File: config.mk
export PLATFORM = sky130hd
export DESIGN_NAME = dht11_poll_ctrl
export DESIGN_NICKNAME = d
export VERILOG_FILES = /design/src/rtl/dht11_pkg.sv /design/src/rtl/dht11_checksum.sv /design/src/rtl/dht11_poll_ctrl.sv
export SDC_FILE = /design/constraint.sdc
export NUM_CORES = 1
export LEC_CHECK = 0
export ABC_CLOCK_PERIOD_IN_PS = 7600
export CORE_MARGIN = 2
export CORE_UTILIZATION = 60
export DETAILED_ROUTE_END_ITERATION = 10
export GPL_ROUTABILITY_DRIVEN = 0
export GPL_TIMING_DRIVEN = 0
export PLACE_DENSITY_LB_ADDON = 0.1
export SLEW_MARGIN = 0
export SYNTH_ARGS = -nofsm -noshare
export SYNTH_HDL_FRONTEND = slang
export SYNTH_SLANG_ARGS = --single-unit
export TNS_END_PERCENT = 20
File: constraint.sdc
create_clock -name clk -period 7.6 [get_ports clk]
set_clock_uncertainty 0.05 [all_clocks]
set_input_delay 1.14 -clock clk [delete_from_list [all_inputs] [get_ports clk]]
set_output_delay 1.14 -clock clk [all_outputs]
set_load 0.01 [all_outputs]
File: src/rtl/dht11_pkg.sv
// Shared types and constants for the DHT11 poll controller and receiver.
package dht11_pkg;

   typedef enum logic [2:0] {
      IDLE,
      GAP,
      START,
      WAIT,
      CHECK,
      FAIL
   } state_t;

   localparam logic [1:0] ERR_OK  = 2'b00;
   localparam logic [1:0] ERR_RX  = 2'b01;
   localparam logic [1:0] ERR_CRC = 2'b10;
   localparam logic [1:0] ERR_TMO = 2'b11;

   // Bit offsets of each byte inside the 40-bit frame
   localparam int OFF_HUM_INT  = 32;
   localparam int OFF_HUM_DEC  = 24;
   localparam int OFF_TEMP_INT = 16;
   localparam int OFF_TEMP_DEC = 8;
   localparam int OFF_CSUM     = 0;

   function automatic logic [7:0] frame_byte(
      input logic [39:0] f,
      input int          off
   );
      return f[off +: 8];
   endfunction

endpackage

File: src/rtl/dht11_checksum.sv
// DHT11 frame checksum: low byte must equal the 8-bit sum of the
// four data bytes.
module dht11_checksum
   import dht11_pkg::*;
(
   input  logic [39:0] frame,
   output logic        ok
);

   logic [7:0] sum;

   always_comb begin
      sum = frame_byte(frame, OFF_HUM_INT)
          + frame_byte(frame, OFF_HUM_DEC)
          + frame_byte(frame, OFF_TEMP_INT)
          + frame_byte(frame, OFF_TEMP_DEC);
      ok  = (sum == frame_byte(frame, OFF_CSUM));
   end

endmodule

File: src/rtl/dht11_poll_ctrl.sv
// DHT11 read sequencer: gap enforcement, timeout, checksum, retry.
// Define DHT11_AUTO_POLL_EN to add periodic self-triggered reads.
module dht11_poll_ctrl
   import dht11_pkg::*;
#(
   parameter int MIN_GAP_CYC = 100000000,
   parameter int TIMEOUT_CYC = 1500000,
   parameter int MAX_RETRY   = 2,
   parameter int POLL_CYC    = 250000000
)(
   input  logic        clk,
   input  logic        reset,
   input  logic        req,
   output logic        rx_start,
   output logic        rx_abort,
   input  logic        rx_done,
   input  logic        rx_err,
   input  logic [39:0] rx_data,
   output logic        busy,
   output logic        done,
   output logic        valid,
   output logic [1:0]  err_code,
   output logic [7:0]  hum_int,
   output logic [7:0]  hum_dec,
   output logic [7:0]  temp_int,
   output logic [7:0]  temp_dec
);

   localparam int GAP_W = $clog2(MIN_GAP_CYC + 1);
   localparam int TMO_W = $clog2(TIMEOUT_CYC);
   localparam int RTY_W = (MAX_RETRY > 0) ? $clog2(MAX_RETRY + 1) : 1;

   localparam logic [GAP_W-1:0] GAP_MAX  = GAP_W'(MIN_GAP_CYC);
   localparam logic [TMO_W-1:0] TMO_LAST = TMO_W'(TIMEOUT_CYC - 1);
   localparam logic [RTY_W-1:0] RTY_MAX  = RTY_W'(MAX_RETRY);

   state_t             state;
   state_t             nxt;
   logic [GAP_W-1:0]   gap_cnt;
   logic [TMO_W-1:0]   tmo_cnt;
   logic [RTY_W-1:0]   rty_cnt;
   logic [39:0]        frame;
   logic               csum_ok;
   logic               gap_ok;
   logic               tmo_hit;
   logic               can_retry;
   logic               trig;

   assign gap_ok    = (gap_cnt == GAP_MAX);
   assign tmo_hit   = (tmo_cnt == TMO_LAST);
   assign can_retry = (rty_cnt < RTY_MAX);

`ifdef DHT11_AUTO_POLL_EN
   localparam int POLL_W = $clog2(POLL_CYC);

   logic [POLL_W-1:0] poll_cnt;
   logic              poll_tick;

   assign poll_tick = (poll_cnt == POLL_W'(POLL_CYC - 1));

   always_ff @(posedge clk or posedge reset) begin
      if (reset)
         poll_cnt <= '0;
      else if (poll_tick)
         poll_cnt <= '0;
      else
         poll_cnt <= poll_cnt + 1'b1;
   end

   // Poll ticks share the IDLE-only acceptance of host requests
   assign trig = req | poll_tick;
`else
   logic unused_poll;

   assign unused_poll = (POLL_CYC == 0);
   assign trig        = req;
`endif

   dht11_checksum u_csum (
      .frame (frame),
      .ok    (csum_ok)
   );

   always_ff @(posedge clk or posedge reset) begin
      if (reset)
         state <= IDLE;
      else
         state <= nxt;
   end

   always_comb begin
      nxt = state;
      unique case (state)
         IDLE:    if (trig) nxt = GAP;
         GAP:     if (gap_ok) nxt = START;
         START:   nxt = WAIT;
         WAIT: begin
            if (rx_err)
               nxt = FAIL;
            else if (rx_done)
               nxt = CHECK;
            else if (tmo_hit)
               nxt = FAIL;
         end
         CHECK:   nxt = csum_ok ? IDLE : FAIL;
         FAIL:    nxt = can_retry ? GAP : IDLE;
         default: nxt = IDLE;
      endcase
   end

   always_comb begin
      rx_start = 1'b0;
      rx_abort = 1'b0;
      done     = 1'b0;
      busy     = (state != IDLE);
      unique case (state)
         START:   rx_start = 1'b1;
         WAIT:    rx_abort = tmo_hit && !rx_err && !rx_done;
         CHECK:   done     = csum_ok;
         FAIL:    done     = !can_retry;
         default: ;
      endcase
   end

   // Counters and frame capture
   always_ff @(posedge clk or posedge reset) begin
      if (reset) begin
         gap_cnt <= '0;
         tmo_cnt <= '0;
         rty_cnt <= '0;
         frame   <= '0;
      end else begin
         if (rx_start)
            gap_cnt <= '0;
         else if (!gap_ok)
            gap_cnt <= gap_cnt + 1'b1;

         if (state == START)
            tmo_cnt <= '0;
         else if (state == WAIT)
            tmo_cnt <= tmo_cnt + 1'b1;

         if (state == IDLE && trig)
            rty_cnt <= '0;
         else if (state == FAIL && can_retry)
            rty_cnt <= rty_cnt + 1'b1;

         if (state == WAIT && rx_done)
            frame <= rx_data;
      end
   end

   // Result registers seen by the display/UART side
   always_ff @(posedge clk or posedge reset) begin
      if (reset) begin
         err_code <= ERR_OK;
         valid    <= 1'b0;
         hum_int  <= '0;
         hum_dec  <= '0;
         temp_int <= '0;
         temp_dec <= '0;
      end else begin
         if (state == WAIT) begin
            if (rx_err)
               err_code <= ERR_RX;
            else if (!rx_done && tmo_hit)
               err_code <= ERR_TMO;
         end
         if (state == CHECK) begin
            if (csum_ok) begin
               err_code <= ERR_OK;
               valid    <= 1'b1;
               hum_int  <= frame_byte(frame, OFF_HUM_INT);
               hum_dec  <= frame_byte(frame, OFF_HUM_DEC);
               temp_int <= frame_byte(frame, OFF_TEMP_INT);
               temp_dec <= frame_byte(frame, OFF_TEMP_DEC);
            end else begin
               err_code <= ERR_CRC;
            end
         end
      end
   end

endmodule
==> results of run 1 <==
[sequential cells by signal, summed over array words and instances, names as in the netlist]
signal	cells
frame	40
gap_cnt	27
tmo_cnt	21
hum_dec	8
hum_int	8
temp_dec	8
temp_int	8
state	3
err_code	2
rty_cnt	2
valid	1
[routing by layer]
metal	wire length, um	vias to the layer above	global-route usage
li1	-	2140	-
met1	5570	2277	0.326
met2	7220	136	0.457
met3	848	11	0.0791
met4	127	0	0.0872
met5	0	-	0
[cell usage in the layout, fill, tap and decap left out, types with 5 or more instances in the layout]
cell type and count:
clkbuf_1 12, mux2_2 68, xnor2_1 18, o21ai_0 21
nor4b_1 5, nor3_1 7, clkdlybuf4s50_1 83, a21oi_1 29
buf_1 5, xor2_1 24, ha_1 10, nand2_1 31
clkbuf_16 16, nand4_1 14, inv_1 24, bufinv_16 6
or3_1 15, nor2_1 45, dfrtp_1 128, and3_1 5
clkinv_2 5, nand3_1 23, fa_1 14
[cells in the mapped netlist, drive strengths merged (5+ instances only)]
cell type / instances / share of area
dfrtp: 128 / 0.51
mux2: 72 / 0.13
nor2: 45 / 0.027
nand2: 31 / 0.018
a21oi: 29 / 0.023
inv: 25 / 0.015
xor2: 24 / 0.033
nand3: 23 / 0.018
o21ai: 21 / 0.017
xnor2: 18 / 0.025
or3: 15 / 0.015
fa: 14 / 0.044
nand4: 14 / 0.014
clkbuf: 10 / 0.0060
ha: 10 / 0.020
buf: 9 / 0.0091
nor3: 7 / 0.0056
and3: 5 / 0.0050
nor4: 5 / 0.0073
nor4b: 5 / 0.0069
[cells by family after synthesis]
logic type | count (synthesis)
AOI/OAI and AO/OA | 73
xor gates and xnor gates | 42
adders and majority gates | 24
buffers and inverters | 44
DFF | 128
muxes | 75
and+or+nand+nor | 166
[cell type report]
| cell class | count | area, um2 | share of cell area |
|---|---|---|---|
| Multi-Input combinational cell | 380 | 2910 | 0.365 |
| Clock buffer | 20 | 435 | 0.0545 |
| Timing Repair Buffer | 84 | 858 | 0.108 |
| Sequential cell | 128 | 3200 | 0.401 |
| Clock inverter | 12 | 213 | 0.0266 |
| Inverter | 25 | 98.8 | 0.0124 |
| Tap cell | 136 | 170 | 0.0213 |
| Buffer | 19 | 95.1 | 0.0119 |
[final timing paths]
kind | start | to | cells after the start | slack [ns]
worst max-delay path | frame[9] | done | 12 | 1.87
worst min-delay path | temp_int[1] | temp_int[1] | 1 | 0.43
worst max register to register | frame[9] | temp_dec[0] | 12 | 3.29
worst min register to register | temp_int[1] | temp_int[1] | 1 | 0.43
max in group asynchronous | reset | frame[22] | 3 | 5.84
min in group asynchronous | reset | valid | 2 | 0.90
[critical path, cell delays in order (launching register included)]
cell	delay [ns]
dfrtp_1	0.41
fa_1	0.56
inv_1	0.06
fa_1	0.50
inv_1	0.04
ha_1	0.23
fa_1	0.47
xor2_1	0.17
a2111oi_2	0.27
o2111ai_1	0.29
o41ai_1	0.29
and2_1	0.18
clkdlybuf4s50_1	0.54
[power by group through the flow]
stage | combinational (W) | clock (W) | sequential (W)
floorplan | 0.0000368 | 0 | 0.000697
global placement | 0.0000738 | 0 | 0.000698
detailed placement | 0.0000778 | 0 | 0.000698
CTS | 0.0000782 | 0.000902 | 0.000686
global route | 0.0000863 | 0.000930 | 0.000686
finish | 0.0000770 | 0.000893 | 0.000686
[stage by stage]
stage | instance area (um2) | setup WS, ns
floorplan | 6300 | 3.00
global placement | 7300 | 1.36
detailed placement | 7340 | 2.38
CTS | 7980 | 1.80
global route | 7980 | 1.62
finish | 7980 | 1.87
==> results by group, run 1 <==
Timing
  • Tcrit/Tclk final: 0.754
  • Final hold violations: 0
  • Relative slew margins: 0.532
  • Shortest clock period the worst path allows after layout: 5.73 ns
  • Hold_ws: 0.434 ns
  • Measured slew at the worst slew-check pin: 0.701 ns
  • Highest attainable clock frequency: 175 MHz
  • Final setup vio count: 0
  • Final Max Slew Viols: 0
  • Final total negative setup slack: 0 ns
  • Setup repair after global routing missed its margin: false

Finish
  • Util after Layout: 0.777
  • Share of cells above drive strength 1: 0.168
  • Number of nets in the layout: 724
  • Layout filler cell count: 667
  • Area Growth Syn to Fin: 26.7%
  • Non-Filler Instances: 804
  • ANT cells: 0

Clock tree
  • Clock net sink count: 128
  • Cell chosen for the clock root: clkbuf_8
  • Number of buffers added to fix hold violations after cts: 0
  • Clock buffer count from CTS: 17
  • H-tree levels: 4
  • Post-CTS clock slew at the launch and capture registers of the worst setup and hold paths: 0.06 ns
  • Post-CTS resize count: 0
  • Post-CTS setup buffer count: 0
  • Clock tree from TritonCTS: built
  • Longest Clk Path Bufs: 2
  • Insertion delay to the later sink of the worst-skew pair: 0.52 ns

Yosys
  • Main combinational cell family by area after synthesis: simple AND/OR/NAND/NOR gates
  • Net count of the mapped netlist: 621
  • Cell count after synthesis: 552
  • Share of async-settable or async-resettable flops after synthesis: 1.00
  • Fraction of the mapped netlist area in compound gates: 0.0709
  • Mapped cell area: 6300 um2
  • Synth Area in Adders: 0.0643
  • Post-Synth XOR/XNOR Area: 0.0584
  • Number of synthesis warnings: 0
  • Mean post-synth cell area: 11.4 um2
  • Multiplexer share of the synthesized area: 0.133
  • Post-synthesis sequential element count: 128
  • Ys flop type: dfrtp_1
  • Synthesized-area fraction occupied by and/or/nand/nor cells: 0.135
  • Number of distinct library cells after synthesis: 44
  • Portion of the post-synthesis area used by sequential elements: 0.508
  • Number of enable-type register cells in the synthesized netlist: 0

Floorplanning
  • Boundary Pins: 84
  • Starting Density: 0.613
  • Floorplan die area: 11,300 um2
  • Core Footprint: 10,300 um2
  • Die extent in y: 106 um
  • Std cell rows: 37
  • Overall die width: 106 um

Run
  • Max Cap Violations: 0

Power and ir drop
  • Maximum ir drop on the vdd rail: 0.191 mV
  • Share of total power in combinational logic: 0.046
  • Leakage power of the design: 3.75 nW
  • Internal power contribution: 0.00132 W
  • Switch share: 0.201
  • Sequential share of power: 0.414
  • Total power: 0.00166 W
  • Relative contribution of the clock network to total power: 0.539
  • Power per cell area: 207 nW/um2
  • Switching power: 0.000332 W

Route
  • Antenna Nets Post-Route: 0
  • Number of vias in the routed layout: 4,564
  • Length of the first detailed-routing pass in iterations: 7
  • Per-cell via count in the routed design: 5.68
  • Number of design-rule violations left by the first detailed-router iteration: 243
  • Wire per inst: 17.1 um
  • Wire length reported by the detailed router: 13,800 um
  • Remaining design rule violation count: 0

Global route
  • Total global routing track utilization: 0.267
  • Largest net degree at the start of global routing: 102
  • First-pass GRT wire length: 23,500 um
  • Remaining global-route overflow: 0
  • Number of antenna violations at the first check in global routing: 0
  • Vias in the first global route: 4,934

Outcome
  • Run status: finished, final reports clean

Setup path
  • Type of the worst setup path: reg -> out
  • Maximum net fanout on the critical path: 4
  • Startpoint type of the worst setup path: register
  • Type of destination of the critical path: primary output
  • Endpoint arrival time on the critical path: 4.54 ns
  • Data required time of the critical path: 6.41 ns

Hold path
  • Worst min path class: reg -> reg

Placed design
  • Number of buffers added on ports: 83
  • Final HPWL from detailed placement: 9510 um
  • Cell total after placement: 772
(Power assumes the default switching activity.)
==> run 2: changes to the inputs <==
ABC_CLOCK_PERIOD_IN_PS = 4980   (was 7600)
CORE_UTILIZATION = 50   (was 60)
clock period = 4.98 ns   (was 7.6 ns; I/O delays follow)
==> run 2 against run 1 <==
  * Register-to-register slack lost 2.5 ns
  * Design area grew 0.28%
  * Non-clock buffer count grew 1
  * Power grew 47%
  * Hold slack gained 0.0064 ns
  * Clock power grew 42%
  * Global-route usage shrank 5.2 points
  * Core utilization shrank 13 points
  * Via count shrank 2.6%
  * Routed wire length shrank 4.3%
  * Flip-flop and latch count is the same
  * Setup slack lost 1.7 ns
  * Critical endpoint unchanged
  * Largest cell class unchanged
==> results by group, run 2 (synthesized netlist as in run 1, its figures left out) <==
Outcome
  • Run status: finished, final reports clean (unchanged)

Finish
  • ANT cells: 0 (unchanged)
  • Number of nets in the layout: 725 (was 724)
  • Leading registers by flop count: frame (40), gap_cnt (27), tmo_cnt (21) (unchanged)
  • Leading cell type in the layout, fill and taps excluded: dfrtp_1 (unchanged)
  • Max FFs per register: 40 (unchanged)
  • Biggest register: frame (unchanged)
  • Layout filler cell count: 990 (was 667)
  • Area Growth Syn to Fin: 27.0% (was 26.7%)
  • Leading cell types in the layout, fill and taps excluded: 128 x dfrtp_1, 82 x clkdlybuf4s50_1, 68 x mux2_2, 45 x nor2_1, 31 x nand2_1 (was 128 x dfrtp_1, 83 x clkdlybuf4s50_1, 68 x mux2_2, 45 x nor2_1, 31 x nand2_1)
  • Share of cells above drive strength 1: 0.169 (was 0.168)

Setup path
  • Crit-path leading delay family: adder cells (unchanged)
  • Cell breakdown of the critical path: fa_1 -> inv_1 -> fa_1 -> inv_1 -> ha_1 -> fa_1 -> xor2_1 -> a2111oi_2 -> o2111ai_2 -> o41ai_1 -> and2_1 -> dlygate4sd2_1 (was fa_1 -> inv_1 -> fa_1 -> inv_1 -> ha_1 -> fa_1 -> xor2_1 -> a2111oi_2 -> o2111ai_1 -> o41ai_1 -> and2_1 -> clkdlybuf4s50_1)
  • R2R cell count: 13 (was 12)
  • Worst path most repeated cell: fa_1 (unchanged)
  • Startpoint type of the worst setup path: register (unchanged)
  • Worst-path cell with the longest stage delay: fa_1 (unchanged)
  • Type of the worst setup path: reg -> out (unchanged)
  • CP bufs+invs: 3 (unchanged)
  • Endpoint of the worst-slack reg-to-reg timing path: temp_int[4] (was temp_dec[0])
  • Maximum net fanout on the critical path: 3 (was 4)
  • Endpoint arrival time on the critical path: 3.97 ns (was 4.54 ns)
  • Internal reg-to-reg setup slack: 0.80 ns (was 3.29 ns)
  • CP Depth: 12 (unchanged)
  • Type of destination of the critical path: primary output (unchanged)
  • Critical Path Max Stage Delay: 0.55 ns (was 0.56 ns)
  • Reg2Reg Launch Point: frame[9] (unchanged)
  • Data required time of the critical path: 4.18 ns (was 6.41 ns)

Global route
  • Vias in the first global route: 4,613 (was 4,934)
  • Total global routing track utilization: 0.215 (was 0.267)
  • Largest net degree at the start of global routing: 89 (was 102)
  • First-pass GRT wire length: 22,300 um (was 23,500 um)
  • Remaining global-route overflow: 0 (unchanged)
  • Number of antenna violations at the first check in global routing: 0 (unchanged)

Clock tree
  • Clock buffer count from CTS: 17 (unchanged)
  • Insertion delay to the later sink of the worst-skew pair: 0.42 ns (was 0.52 ns)
  • Clock tree from TritonCTS: built (unchanged)
  • Clock net sink count: 128 (unchanged)
  • Longest Clk Path Bufs: 2 (unchanged)
  • Post-CTS clock slew at the launch and capture registers of the worst setup and hold paths: 0.05 ns (was 0.06 ns)
  • Number of buffers added to fix hold violations after cts: 0 (unchanged)
  • H-tree levels: 4 (unchanged)
  • Cell chosen for the clock root: clkbuf_16 (was clkbuf_8)

Floorplanning
  • Die extent in y: 116 um (was 106 um)
  • Std cell rows: 41 (was 37)
  • Boundary Pins: 84 (unchanged)
  • Floorplan die area: 13,500 um2 (was 11,300 um2)
  • Starting Density: 0.506 (was 0.613)
  • Core Footprint: 12,500 um2 (was 10,300 um2)
  • Overall die width: 116 um (was 106 um)

Timing
  • Relative slew margins: 0.524 (was 0.532)
  • Final setup vio count: 0 (unchanged)
  • Setup repair after global routing missed its margin: false (unchanged)
  • Shortest clock period the worst path allows after layout: 4.77 ns
  • Highest attainable clock frequency: 210 MHz
  • Measured slew at the worst slew-check pin: 0.714 ns (was 0.701 ns)
  • Final hold violations: 0 (unchanged)
  • Tcrit/Tclk final: 0.957
  • Final total negative setup slack: 0 ns (unchanged)
  • Final Max Slew Viols: 0 (unchanged)
  • Hold_ws: 0.440 ns (was 0.434 ns)

Route
  • Per-cell via count in the routed design: 5.29 (was 5.68)
  • Length of the first detailed-routing pass in iterations: 4 (was 7)
  • Antenna Nets Post-Route: 0 (unchanged)
  • Wire length reported by the detailed router: 13,200 um (was 13,800 um)
  • Number of vias in the routed layout: 4,447 (was 4,564)
  • Wire per inst: 15.7 um (was 17.1 um)
  • Number of design-rule violations left by the first detailed-router iteration: 179 (was 243)
  • Remaining design rule violation count: 0 (unchanged)

Hold path
  • Worst min path class: reg -> reg (unchanged)
  • Number of cells traversed by the worst hold path: 1 (unchanged)
  • Start point of the worst min-delay path: temp_dec[2] (was temp_int[1])
  • End of the worst hold path: temp_dec[2] (was temp_int[1])

Power and ir drop
  • Leakage power of the design: 3.75 nW (about the same)
  • Total power: 0.00243 W (was 0.00166 W)
  • Maximum ir drop on the vdd rail: 0.230 mV (was 0.191 mV)
  • Power per cell area: 304 nW/um2 (was 207 nW/um2)

Placed design
  • Final HPWL from detailed placement: 9320 um (was 9510 um)
  • Number of buffers added on ports: 83 (unchanged)

Run
  • Max Cap Violations: 0 (unchanged)
-- run 2: cell type report --
class	instances	area, um2	area share
Sequential cell	128	3200	0.400
Multi-Input combinational cell	380	2920	0.364
Timing Repair Buffer	85	865	0.108
Clock buffer	27	543	0.0678
Tap cell	172	215	0.0269
Inverter	25	98.8	0.0123
Buffer	19	95.1	0.0119
Clock inverter	4	70.1	0.00875
-- run 2: metal layers --
metal,share of wire,GRT usage
met3,0.051,0.0659
met2,0.50,0.356
met1,0.44,0.269
met5,0,0
met4,0.014,0.0778
-- run 2: repair_timing --
action / CTS / global route
endpoints found under the setup margin: 1 / 1
gates resized for setup: 2 / 0
setup buffers: 1 / 0
pin swaps: 2 / 2
hold endpoints to repair: 0 / 0
-- run 2: where the power goes --
group          switching [W]  internal (W)
registers         0.00000258       0.00104
logic              0.0000629     0.0000543
clock network       0.000430      0.000839
-- run 2: metrics by stage --
stage               worst slack [ns]   util  area, um2  std cells
floorplan                      0.770      -       6300        552
global placement               -1.02  0.589       7350        807
detailed placement             0.176  0.592       7380        808
CTS                           0.0557  0.642       8010        840
global route                  0.0528  0.642       8010        840
finish                         0.215  0.642       8010        840
-- run 2: how the worst max path moves through the flow --
stage                     startpoint           to
after global routing        frame[9]         done
final                       frame[9]         done
after detailed placement    frame[9]         done
after CTS                   frame[9]         done
after floorplan                reset  err_code[0]
after global placement         reset   hum_dec[5]
-- run 2: worst reg2reg max path: cells and delay by family (launching register included) --
family                     cells  cell delay, ns
DFF                            1            0.40
AOI/OAI and AO/OA              2            0.43
adders and majority gates      4            1.71
xor gates and xnor gates       1            0.16
muxes                          1            0.36
buffers and inverters          4            0.52
and+or+nand+nor                1            0.44
==> run 3: changes to the inputs <==
ABC_CLOCK_PERIOD_IN_PS = 5300   (was 4980)
CORE_UTILIZATION = 64   (was 50)
CTS_BUF_LIST = sky130_fd_sc_hd__clkbuf_4 sky130_fd_sc_hd__clkbuf_8 sky130_fd_sc_hd__clkbuf_16   (was unset)
DONT_BUFFER_PORTS = 1   (was unset)
clock period = 5.3 ns   (was 4.98 ns; I/O delays follow)
==> run 3 against run 2 <==
  * Flip-flop and latch count unchanged
  * Non-clock buffer count down 84
  * Combinational power down 41%
  * Setup slack better by 0.088 ns
  * Count of clock-buffer cells in the layout down 6
  * Via count down 5.2%
  * Critical path depth down 1
  * Clock power down 5%
  * Sequential power down 6%
  * Die area down 21%
  * Cell count down 15%
  * Core utilization up 9.2 points
  * Critical path type unchanged
  * Largest power group unchanged
==> results by group, run 3 (synthesized netlist as in run 1, its figures left out) <==
Timing
  • Final Max Slew Viols: 0 (unchanged)
  • Final hold violations: 0 (unchanged)
  • Tcrit/Tclk final: 0.943
  • Relative slew margins: 0.511 (was 0.524)
  • Final setup vio count: 0 (unchanged)
  • Highest attainable clock frequency: 200 MHz
  • Min setup slack post-route: 0.303 ns (was 0.215 ns)
  • Shortest clock period the worst path allows after layout: 5.00 ns
  • Setup repair after global routing missed its margin: false (unchanged)
  • Measured slew at the worst slew-check pin: 0.734 ns (was 0.714 ns)

Setup path
  • Type of destination of the critical path: primary output (unchanged)
  • Reg2Reg Launch Point: frame[9] (unchanged)
  • Type of the worst setup path: reg -> out (unchanged)
  • Endpoint arrival time on the critical path: 4.15 ns (was 3.97 ns)
  • Startpoint type of the worst setup path: register (unchanged)
  • Data required time of the critical path: 4.45 ns (was 4.18 ns)
  • Internal reg-to-reg setup slack: 0.99 ns (was 0.80 ns)
  • Maximum net fanout on the critical path: 4 (was 3)
  • R2R cell count: 12 (was 13)
  • Origin of the worst setup path: frame[9] (unchanged)
  • Endpoint of the worst-slack reg-to-reg timing path: temp_int[3] (was temp_int[4])

Placed design
  • Pre-CTS WS: 0.936 ns (was 0.176 ns)
  • Number of buffers added on ports: 0 (was 83)
  • Final HPWL from detailed placement: 9010 um (was 9320 um)

Global route
  • Remaining global-route overflow: 0 (unchanged)
  • Number of antenna violations at the first check in global routing: 0 (unchanged)
  • Total global routing track utilization: 0.276 (was 0.215)
  • Vias in the first global route: 4,371 (was 4,613)
  • First-pass GRT wire length: 21,800 um (was 22,300 um)
  • Largest net degree at the start of global routing: 83 (was 89)

Outcome
  • Run status: finished, final reports clean (unchanged)

Clock tree
  • Insertion delay to the later sink of the worst-skew pair: 0.54 ns (was 0.42 ns)
  • Cell chosen for the clock root: clkbuf_8 (was clkbuf_16)
  • Clock tree from TritonCTS: built (unchanged)
  • Number of buffers added to fix hold violations after cts: 0 (unchanged)
  • Post-CTS setup buffer count: 0 (was 1)
  • Longest Clk Path Bufs: 2 (unchanged)
  • Post-CTS clock slew at the launch and capture registers of the worst setup and hold paths: 0.06 ns (was 0.05 ns)
  • Clock buffer count from CTS: 17 (unchanged)
  • H-tree levels: 4 (unchanged)
  • Post-CTS resize count: 0 (was 2)
  • Clock net sink count: 128 (unchanged)

Power and ir drop
  • Leakage power of the design: 3.42 nW (was 3.75 nW)
  • Total power: 0.00226 W (was 0.00243 W)
  • Power per cell area: 318 nW/um2 (was 304 nW/um2)
  • Maximum ir drop on the vdd rail: 0.237 mV (was 0.230 mV)

Floorplanning
  • Floorplan die area: 10,700 um2 (was 13,500 um2)
  • Boundary Pins: 84 (unchanged)
  • Starting Density: 0.651 (was 0.506)
  • Overall die width: 103 um (was 116 um)
  • Die extent in y: 103 um (was 116 um)
  • Core Footprint: 9680 um2 (was 12,500 um2)
  • Std cell rows: 36 (was 41)

Finish
  • Area Growth Syn to Fin: 12.9% (was 27.0%)
  • Leading cell type in the layout, fill and taps excluded: dfrtp_1 (unchanged)
  • Number of nets in the layout: 641 (was 725)
  • Share of cells above drive strength 1: 0.193 (was 0.169)
  • Leading cell types in the layout, fill and taps excluded: 128 x dfrtp_1, 68 x mux2_2, 45 x nor2_1, 31 x nand2_1, 29 x a21oi_1 (was 128 x dfrtp_1, 82 x clkdlybuf4s50_1, 68 x mux2_2, 45 x nor2_1, 31 x nand2_1)
  • Biggest register: frame (unchanged)
  • ANT cells: 0 (unchanged)
  • Max FFs per register: 40 (unchanged)
  • Leading registers by flop count: frame (40), gap_cnt (27), tmo_cnt (21) (unchanged)

Route
  • Antenna Nets Post-Route: 0 (unchanged)
  • Wire per inst: 18.4 um (was 15.7 um)
  • Number of vias in the routed layout: 4,217 (was 4,447)
  • Wire length reported by the detailed router: 13,200 um (about the same)
  • Length of the first detailed-routing pass in iterations: 4 (unchanged)
  • Number of design-rule violations left by the first detailed-router iteration: 220 (was 179)
  • Remaining design rule violation count: 0 (unchanged)
  • Per-cell via count in the routed design: 5.88 (was 5.29)

Run
  • Max Cap Violations: 0 (unchanged)

Hold path
  • Worst min path class: in -> async (was reg -> reg)
[run 3: cell types whose count changed in the layout (fill, tap and decap cells not counted), sizes merged]
cell	previous run	this run
buf	11	10
bufinv	2	4
clkbuf	37	31
clkdlybuf4s50	82	0
clkinv	2	3
clkinvlp	0	3
dlygate4sd2	1	0
[run 3: critical path, cell delays in order, from the launching register on]
cell	delay (ns)
dfrtp_1	0.41
fa_1	0.55
inv_1	0.05
fa_1	0.50
inv_1	0.04
ha_1	0.23
fa_1	0.47
xor2_1	0.17
a2111oi_2	0.28
o2111ai_1	0.32
o41ai_1	0.33
and2_1	0.25
[run 3: how the worst max path moves through the flow]
stage,endpoint,slack [ns]
floorplan,err_code[0],1.04
global placement,frame[30],-0.23
detailed placement,done,0.94
CTS,done,0.31
global route,done,0.05
finish,done,0.30
[run 3: layout make-up]
cell class	count	area [um2]
buffer	19	95.1
clock buffer	21	450
clock inverter	10	161
fill	681	2570
inverter	25	98.8
multi-input combinational	380	2910
sequential	128	3200
tap	133	166
timing repair buffer	1	27.5
[run 3: through the flow]
step	instances	instance area [um2]	TNS (ns)	hold slack [ns]	utilization
2_1_floorplan	552	6300	0	0.415	-
3_3_place_gp	685	6470	-28.58	0.432	0.668
3_5_place_dp	686	6500	0	0.445	0.671
4_1_cts	717	7110	0	0.0890	0.734
5_1_grt	717	7110	0	0.0993	0.734
6_report	717	7110	0	0.0844	0.734
[run 3: metal layers]
layer | vias to the layer above | part of all wire | global-route usage | routed length (um)
met3 | 27 | 0.059 | 0.106 | 776
li1 | 1983 | - | - | -
met2 | 92 | 0.51 | 0.448 | 6760
met5 | - | 0 | 0 | 0
met4 | 0 | 0.018 | 0.107 | 243
met1 | 2115 | 0.41 | 0.337 | 5400
[run 3: power breakdown]
group | internal [W] | total (W) | switching [W] | leakage, nW
combinational | 0.0000188 | 0.0000695 | 0.0000507 | 1.36
clock | 0.000788 | 0.00121 | 0.000421 | 0.294
sequential | 0.000981 | 0.000983 | 0.00000293 | 1.77
